$ cat src/rtl/serial2tcp_fifo_loopback.sv
// Buffered serial2tcp loopback: sink words are transformed, queued in a DEPTH-entry
// FIFO and replayed on the source stream, with traffic counters and a fill level.
module serial2tcp_fifo_loopback #(
  parameter int DATA_W = 8,
  parameter int DEPTH  = 16,
  parameter int CNT_W  = 32
) (
  input  logic                       sys_clk,
  input  logic                       sys_rst_n,
  input  logic [1:0]                 mode,
  input  logic                       flush,
  input  logic                       serial2tcp_sink_valid,
  output logic                       serial2tcp_sink_ready,
  input  logic [DATA_W-1:0]          serial2tcp_sink_data,
  output logic                       serial2tcp_source_valid,
  input  logic                       serial2tcp_source_ready,
  output logic [DATA_W-1:0]          serial2tcp_source_data,
  output logic [$clog2(DEPTH):0]     level,
  output logic [CNT_W-1:0]           rx_count,
  output logic [CNT_W-1:0]           tx_count
);

  localparam int AW = $clog2(DEPTH);
  localparam int LW = AW + 1;

  typedef enum logic [1:0] {
    MODE_ECHO = 2'd0,
    MODE_INV  = 2'd1,
    MODE_INC  = 2'd2,
    MODE_RSVD = 2'd3
  } mode_t;

  logic [DATA_W-1:0] mem [DEPTH];
  logic [AW-1:0]     wr_ptr;
  logic [AW-1:0]     rd_ptr;
  logic [DATA_W-1:0] xf_data;
  logic              push;
  logic              pop;

  assign serial2tcp_sink_ready   = (level != LW'(DEPTH)) & sys_rst_n & ~flush;
  assign serial2tcp_source_valid = (level != '0);
  assign serial2tcp_source_data  = mem[rd_ptr];

  assign push = serial2tcp_sink_valid & serial2tcp_sink_ready;
  assign pop  = serial2tcp_source_valid & serial2tcp_source_ready;

  always_comb begin
    xf_data = serial2tcp_sink_data;
    case (mode_t'(mode))
      MODE_INV: xf_data = ~serial2tcp_sink_data;
      MODE_INC: xf_data = serial2tcp_sink_data + DATA_W'(1);
      default:  xf_data = serial2tcp_sink_data;
    endcase
  end

  // push already excludes reset and flush, so storage needs no reset term
  always_ff @(posedge sys_clk) begin
    if (push) mem[wr_ptr] <= xf_data;
  end

  always_ff @(posedge sys_clk) begin
    if (!sys_rst_n) begin
      wr_ptr   <= '0;
      rd_ptr   <= '0;
      level    <= '0;
      rx_count <= '0;
      tx_count <= '0;
    end else if (flush) begin
      wr_ptr <= '0;
      rd_ptr <= '0;
      level  <= '0;
    end else begin
      if (push) begin
        wr_ptr   <= wr_ptr + AW'(1);
        rx_count <= rx_count + CNT_W'(1);
      end
      if (pop) begin
        rd_ptr   <= rd_ptr + AW'(1);
        tx_count <= tx_count + CNT_W'(1);
      end
      case ({push, pop})
        2'b10:   level <= level + LW'(1);
        2'b01:   level <= level - LW'(1);
        default: level <= level;
      endcase
    end
  end

endmodule

$ cat config.mk
export PLATFORM = sky130hd
export DESIGN_NAME = serial2tcp_fifo_loopback
export DESIGN_NICKNAME = d
export VERILOG_FILES = /design/src/rtl/serial2tcp_fifo_loopback.sv
export SDC_FILE = /design/constraint.sdc
export NUM_CORES = 1
export LEC_CHECK = 0
export BUFFER_PORTS_ARGS = -buffer_cell sky130_fd_sc_hd__buf_2
export CELL_PAD_IN_SITES_DETAIL_PLACEMENT = 0
export CELL_PAD_IN_SITES_GLOBAL_PLACEMENT = 1
export CORE_MARGIN = 2
export CORE_UTILIZATION = 44
export CTS_BUF_LIST = sky130_fd_sc_hd__clkbuf_4 sky130_fd_sc_hd__clkbuf_8 sky130_fd_sc_hd__clkbuf_16
export CTS_CLUSTER_DIAMETER = 150
export CTS_CLUSTER_SIZE = 28
export DETAILED_ROUTE_END_ITERATION = 6
export PLACE_DENSITY = 0.74
export SYNTH_ARGS = -nofsm -noshare
export SYNTH_HDL_FRONTEND = slang
export SYNTH_SLANG_ARGS = --single-unit
$ cat constraint.sdc
create_clock -name sys_clk -period 3.7 [get_ports sys_clk]
set_input_delay 0.925 -clock sys_clk [delete_from_list [all_inputs] [get_ports sys_clk]]
set_output_delay 0.925 -clock sys_clk [all_outputs]
set_load 0.02 [all_outputs]
* Word-level counts from Yosys, hierarchy flattened
Memory sizes are Yosys's and may differ from the RTL's. A register that Yosys moved wholly into a read port is not among the register bits. Index checks and enable logic that the tools add are counted.
Word-level totals: bits in read-only memories 0, memories 1, latch bits 0, word-level logic and storage cells 36, register bits after elaboration 77, bits in writable memories 128, output and inout bits 79, bits of input ports 15
Operators by class: muxes and demuxes 6, divide/modulo/power cells 0, equal/unequal tests 5, shifts and indexed selects 0, $add $sub $neg 7, multiply operators 0, order comparisons 0, reduce and logical (&&, ||, !) cells 5, bitwise logic cells 7
Memory list:
- mem | depth 16, width 8, read ports 1, clocked after Yosys merged registers in 1, wr ports 1, line 33 | logic [DATA_W-1:0] mem [DEPTH];
Operators with widths (count):
- $add A32 B1 Y32 const B | 2
- $pmux W8 S2 | 1
- $pmux W5 S2 | 1
- $add A4 B1 Y4 const B | 2
- $add A8 B1 Y8 const B | 1
- $mux W4 | 2
- $not A8 Y8 | 1
- $add A5 B1 Y5 const B | 1
- $ne A5 B5 Y1 const B | 1
- $reduce_bool A5 Y1 | 1
- $sub A5 B1 Y5 const B | 1
- $and A1 B1 Y1 | 4
- $eq A2 B1 Y1 const B | 2
- $eq A2 B2 Y1 const B | 2
- $reduce_and A2 Y1 | 2
- $mux W1 | 2
- $not A1 Y1 | 2
- $reduce_bool A2 Y1 | 1
- $reduce_or A2 Y1 | 1

* Logic depth before layout (Yosys ltp)
Gate-level depths: netlist of the first run.
depth in word-level cells 6, mapped depth 15, mapped depth without buffers 12

* Worst setup path before layout of the first run
Ideal clock, no wire load.
path kind input -> register, start input port sys_rst_n, end register level[4], stages on the path 14, buffers on the path 3, library setup time 128 ps, arrival 3431 ps, path slack 141 ps, required time 3572 ps, cells stage by stage clkbuf_1 -> nor2b_1 -> o211a_1 -> buf_6 -> buf_6 -> inv_1 -> ha_1 -> xor2_1 -> ha_1 -> a211o_1 -> a211o_1 -> a31oi_1 -> xnor2_1 -> nor2_1
Between the ends: word-level cells in the longest chain between the ends 5, elaborated cells on any way between the ends 9, classes of those cells eq/ne: 2; mux: 1; bitwise: 4; reduce/logical: 2
RTL lines:
- from (decl) | line 9 | input logic sys_rst_n,
- $and A1 B1 Y1 (2 in a row) | line 40 | assign serial2tcp_sink_ready = (level != LW'(DEPTH)) & sys_rst_n & ~flush;
- $and A1 B1 Y1 | line 44 | assign push = serial2tcp_sink_valid & serial2tcp_sink_ready;
- $eq A2 B1 Y1 / $eq A2 B2 Y1 (equally long branches) | line 81 | case ({push, pop})
- $pmux W5 S2 / $reduce_bool A2 Y1 (equally long branches)
- to (signal assigned) | line 82 | 2'b10: level <= level + LW'(1);
- to (signal assigned) | line 83 | 2'b01: level <= level - LW'(1);
- to (signal assigned) | line 84 | default: level <= level;
- to (decl) | line 18 | output logic [$clog2(DEPTH):0] level,
Parallel ways exist; a longest one is shown, timed or not. A chain may end at the register's enable or synchronous reset.

==> metrics.csv, run 1 <==
metric,value,unit
Site Rows,52,
Max Cap Viol,0,
Fillers,1803,
Synthesized Nets,730,
share of cells above drive strength 1,24.8,%
# setup viols final,0,
Reg2Reg Depth,12,
Comb power frac,4.1,%
TritonCTS Buffers,11,
Max Slew Vio Count,0,
"critical path fanouts, max",32,
antenna fix cells,0,
Post-synth EDFFs,128,
Starting Density,45.0,%
"Req. time, crit path",2.77,ns
most common flop cell mapped by yosys,edfxtp_1,
warning count from the yosys run,0,
vias per cell,5.42,
worst hold path type,flip-flop to flip-flop,
"area leader, netlist",edfxtp_1,
number of port buffers,93,
Die H,148,microns
vias in the first global route,5698,
Worst-Skew Late Latency,0.47,ns
critical path arrival,2.34,ns
post-route cell area,0.0103,sq mm
Flop pwr share,62.8,%
Detail Route Antenna Nets,0,
Slew @ Worst Pin,0.830,ns
Setup TNS,0,ns
core area,0.0203,sq mm
GPL Wtd Cong,0.767,
# clock sinks,209,
DP Area,0.00993,sq mm
Pint,0.00316,W
Area Growth Syn to Fin,12.2,%
Post-Syn Area per Cell,13.0,sq um
outcome,completed,
post-synth top area share,42.0,%
clock skew,0.0230,ns
NumNets Final,820,
die width,148,microns
async set-or-reset flop fraction in the synthesized netlist,0,%
routed via count,5770,
Post-Synthesis Cells,701,
clock share of power,33.1,%
# DRC,0,
clk slew on worst S/H paths,0.11,ns
grt total ovfl,0,
WL final,18900,microns
net load switching power,0.000830,W
post-cts sizing count,0,
fmax,306,MHz
dpl hpwl,13000,microns
hold_buf cts,0,
I/O pin total,94,
"Distinct cells, synth",60,
die area,0.0219,sq mm
H-Tree Depth,1,
pin count of the biggest net entering global routing,59,
post-DR wirelength/cell,17.7,microns
initial antenna violation count,0,
min cycle time layout,3.27,ns
Hold Crit Depth,2,
crit path capture type,output port,
drt first pass iters,5,
sequential fraction of the synthesis area,59.8,%
"top cells by count, synth","edfxtp_1 (128), dfxtp_1 (81), nor2_1 (78)",
Yosys reg bits,209,
CTS root buf,clkbuf_16,
CP Launch Type,flip-flop,
total track usage,17.2,%
synth top area cells,"edfxtp_1 (42%), dfxtp_1 (18%), mux4_2 (9.9%)",
Post-Syn Area,0.00914,sq mm
Max VDD drop,0.257,mV
final core utilization,50.5,%
Rel. slew slack,44.4,%
global-route wire length before repair,30200,microns
P_leak,3.54,nW
unrepaired setup endpoints after global routing,false,
CTS tree,done,
FF/Latch Area,0.00547,sq mm
PD cells,389,mW/mm^2
Final Hold Viols,0,
Post CTS Setup Buffer Count,0,
initial drt markers,368,
CTS max path bufs,3,
area occupied by multi-input gates,0.00341,sq mm
Crit Path Class,flip-flop to output port,
switch share,20.8,%
period utilization,88.4,%
most frequent cell after synthesis,edfxtp_1,
## placed cells by master, fill, tap and decap left out, types with 13 or more instances in the layout
cell	instances
nand4_1	14
mux4_2	40
nor2_1	78
inv_1	24
ha_1	14
dfxtp_1	80
xor2_1	17
nand2_1	47
buf_2	93
nor3_1	15
a21oi_1	21
buf_4	18
edfxtp_1	128
o21ai_0	13
xnor2_1	35
nand3_1	32
## cells by family after synthesis
logic type	count (synthesis)	share of synthesized area, %
buffers and inverters	59	2.91
DFF	209	59.8
adders and majority gates	14	1.92
AOI/OAI and AO/OA	62	4.68
and+or+nand+nor	256	14.8
muxes	49	10.9
xor gates and xnor gates	52	4.98
## stage by stage
stage | hold slack, ns | cells | power [W] | worst slack (ns)
final | 0.519 | 1065 | 0.00399 | 0.431
after global routing | 0.549 | 1065 | 0.00414 | 0.314
after CTS | 0.521 | 1065 | 0.00404 | 0.374
after detailed placement | 0.503 | 1048 | 0.00273 | 0.534
after global placement | 0.490 | 1048 | 0.00272 | 0.560
after floorplan | 0.468 | 701 | 0.00266 | 0.141
## routing by layer
metal | GRT usage [%] | wire length, microns | vias to the layer above
li1 | - | - | 2783
met2 | 28.8 | 9270 | 113
met1 | 23.6 | 8490 | 2858
met5 | 0 | 0 | -
met4 | 3.33 | 201 | 0
met3 | 3.50 | 920 | 16
## area by class of cell
cell class,count,area share (%)
Multi-Input combinational cell,433,33.3
Clock inverter,1,0.159
Clock buffer,16,3.05
Tap cell,270,3.29
Timing Repair Buffer,112,6.05
Inverter,24,0.878
Sequential cell,209,53.3
## sequential cells by signal, summed over array words and instances, names as in the netlist, named ones only
signal	count
wr_ptr	4
level	5
tx_count	32
rd_ptr	4
rx_count	32
mem	128
## worst paths after layout
path	from	endpoint	slack [ns]
worst max-delay path	flip-flop	serial2tcp_source_data[0]	0.43
worst min-delay path	tx_count[18]	tx_count[18]	0.52
worst max register to register	level[1]	level[4]	0.65
worst min register to register	tx_count[18]	tx_count[18]	0.52
## critical path, cell delays in order, from the launching register on
cell and delay [ns]:
dfxtp_2 0.36, buf_12 0.26, mux4_2 0.58, mux4_2 0.49
buf_2 0.17
## power groups by stage
stage,combinational (W),clock (W),sequential (W)
floorplan,0.000104,0,0.00256
global placement,0.000159,0,0.00256
detailed placement,0.000168,0,0.00256
CTS,0.000168,0.00137,0.00251
global route,0.000185,0.00145,0.00251
finish,0.000165,0.00132,0.00251
(Power assumes the default switching activity.)
==> run 2: changes to the inputs <==
--- a/config.mk
+++ b/config.mk
@@ -14,7 +14,7 @@
 export CTS_CLUSTER_DIAMETER = 150
 export CTS_CLUSTER_SIZE = 28
 export DETAILED_ROUTE_END_ITERATION = 6
-export PLACE_DENSITY = 0.74
+export PLACE_DENSITY_LB_ADDON = 0.1
 export SYNTH_ARGS = -nofsm -noshare
 export SYNTH_HDL_FRONTEND = slang
 export SYNTH_SLANG_ARGS = --single-unit
==> metrics.csv, run 2 (synthesized netlist as in run 1, its figures left out) <==
metric,value,unit,change
Starting Density,45.0,%,unchanged
core area,0.0203,sq mm,unchanged
antenna fix cells,0,,unchanged
worst-path cell chain,buf_12 -> mux4_2 -> mux4_2 -> buf_2,,unchanged
total track usage,17.7,%,was 17.2%
period utilization,87.8,%,was 88.4%
I/O pin total,94,,unchanged
TritonCTS Buffers,11,,unchanged
initial antenna violation count,0,,unchanged
cell mode on critical path,mux4_2,,unchanged
Slew @ Worst Pin,0.693,ns,was 0.830 ns
WL final,19400,microns,was 18900 microns
worst r2r src,level[1],,unchanged
# DRC,0,,unchanged
Reg2Reg Depth,11,,was 12
FF/Latch Area,0.00547,sq mm,unchanged
clk slew on worst S/H paths,0.11,ns,about the same
PD cells,387,mW/mm^2,was 389 mW/mm^2
Die H,148,microns,unchanged
area occupied by multi-input gates,0.00341,sq mm,unchanged
HP Start,tx_count[1],,was tx_count[18]
pin count of the biggest net entering global routing,54,,was 59
CTS max path bufs,3,,unchanged
NumNets Final,827,,was 820
H-Tree Depth,1,,unchanged
crit path buf inv count,2,,unchanged
Worst path max stage delay,0.56,ns,was 0.58 ns
Biggest register,mem,,unchanged
final core utilization,50.8,%,was 50.5%
critical path arrival,2.32,ns,was 2.34 ns
largest registers,"mem (128), rx_count (32), tx_count (32)",,unchanged
"Req. time, crit path",2.77,ns,about the same
end of the worst register-to-register path,level[4],,unchanged
Max Cap Viol,0,,unchanged
Fillers,1793,,was 1803
number of port buffers,93,,unchanged
CTS tree,done,,unchanged
grt total ovfl,0,,unchanged
# clock sinks,209,,unchanged
outcome,completed,,unchanged
Post CTS Setup Buffer Count,0,,unchanged
Largest register FFs,128,,unchanged
hold_buf cts,0,,unchanged
post-DR wirelength/cell,18.1,microns,was 17.7 microns
Site Rows,52,,unchanged
vias in the first global route,5716,,was 5698
# setup viols final,0,,unchanged
crit path capture type,output port,,unchanged
worst hold path type,flip-flop to flip-flop,,unchanged
dpl hpwl,13200,microns,was 13000 microns
GPL Wtd Cong,0.774,,was 0.767
CTS root buf,clkbuf_16,,unchanged
Area Growth Syn to Fin,12.7,%,was 12.2%
Rel. slew slack,53.8,%,was 44.4%
"critical path fanouts, max",32,,unchanged
Max Slew Vio Count,0,,unchanged
min cycle time layout,3.25,ns,was 3.27 ns
clock skew,0.0187,ns,was 0.0230 ns
Max VDD drop,0.282,mV,was 0.257 mV
initial drt markers,331,,was 368
die width,148,microns,unchanged
Hold Slack,0.522,ns,was 0.519 ns
Worst-Skew Late Latency,0.46,ns,was 0.47 ns
fmax,308,MHz,was 306 MHz
share of cells above drive strength 1,25.4,%,was 24.8%
Setup TNS,0,ns,unchanged
P_leak,3.57,nW,was 3.54 nW
Hold Crit Depth,2,,unchanged
unrepaired setup endpoints after global routing,false,,unchanged
Crit Path Class,flip-flop to output port,,unchanged
post-cts sizing count,0,,unchanged
die area,0.0219,sq mm,unchanged
global-route wire length before repair,30700,microns,was 30200 microns
Worst Hold End,tx_count[1],,was tx_count[18]
flop-to-flop setup slack,0.68,ns,was 0.65 ns
Final Hold Viols,0,,unchanged
drt first pass iters,5,,unchanged
"most common cell after layout, fill and taps aside",edfxtp_1,,unchanged
CP max stage cell,mux4_2,,unchanged
Top delay family on crit path,multiplexers,,unchanged
vias per cell,5.40,,was 5.42
Detail Route Antenna Nets,0,,unchanged
CP Launch Type,flip-flop,,unchanged
most frequent cells in the layout,"edfxtp_1 (128), buf_2 (93), dfxtp_1 (80)",,unchanged
routed via count,5785,,was 5770
[run 2: worst max-delay path by stage]
stage / startpoint / end / slack, ns / depth (start not counted)
after floorplan: sys_rst_n / level[4] / 0.14 / 14
final: flip-flop / serial2tcp_source_data[1] / 0.45 / 4
after global placement: flush / level[4] / 0.55 / 12
after global routing: flip-flop / serial2tcp_source_data[0] / 0.35 / 4
after detailed placement: flush / level[4] / 0.53 / 12
after CTS: flip-flop / serial2tcp_source_data[6] / 0.40 / 4
[run 2: per-layer routing]
metal / vias up / GRT usage [%] / wire, microns
met5: - / 0 / 0
met2: 114 / 30.6 / 9670
li1: 2795 / - / -
met3: 11 / 2.82 / 928
met1: 2865 / 24.2 / 8700
met4: 0 / 2.71 / 138
[run 2: area by class of cell]
class,count,share of cell area [%]
clock buffers,16,3.03
clock inverters,1,0.158
inverters,24,0.874
multi-input cells,433,33.1
flip-flops and latches,209,53.0
well taps,270,3.28
repair buffers,119,6.53
[run 2: worst min-delay path: cells and delay by family (launching register included)]
family	cells	cell delay [ns]
AOI/OAI and AO/OA	2	0.14
DFF	1	0.35
[run 2: stage by stage]
stage	setup WS, ns	std cells	power, W	area [sq um]
5_1_grt	0.346	1072	0.00414	10300
2_1_floorplan	0.141	701	0.00266	9140
6_report	0.451	1072	0.00399	10300
3_3_place_gp	0.551	1055	0.00272	9980
3_5_place_dp	0.528	1055	0.00273	9980
4_1_cts	0.396	1072	0.00406	10300
[run 2: power breakdown]
part           total, W  internal, W  switching (W)
logic          0.000165    0.0000495       0.000115
registers       0.00251      0.00250     0.00000356
clock network   0.00132     0.000608       0.000710
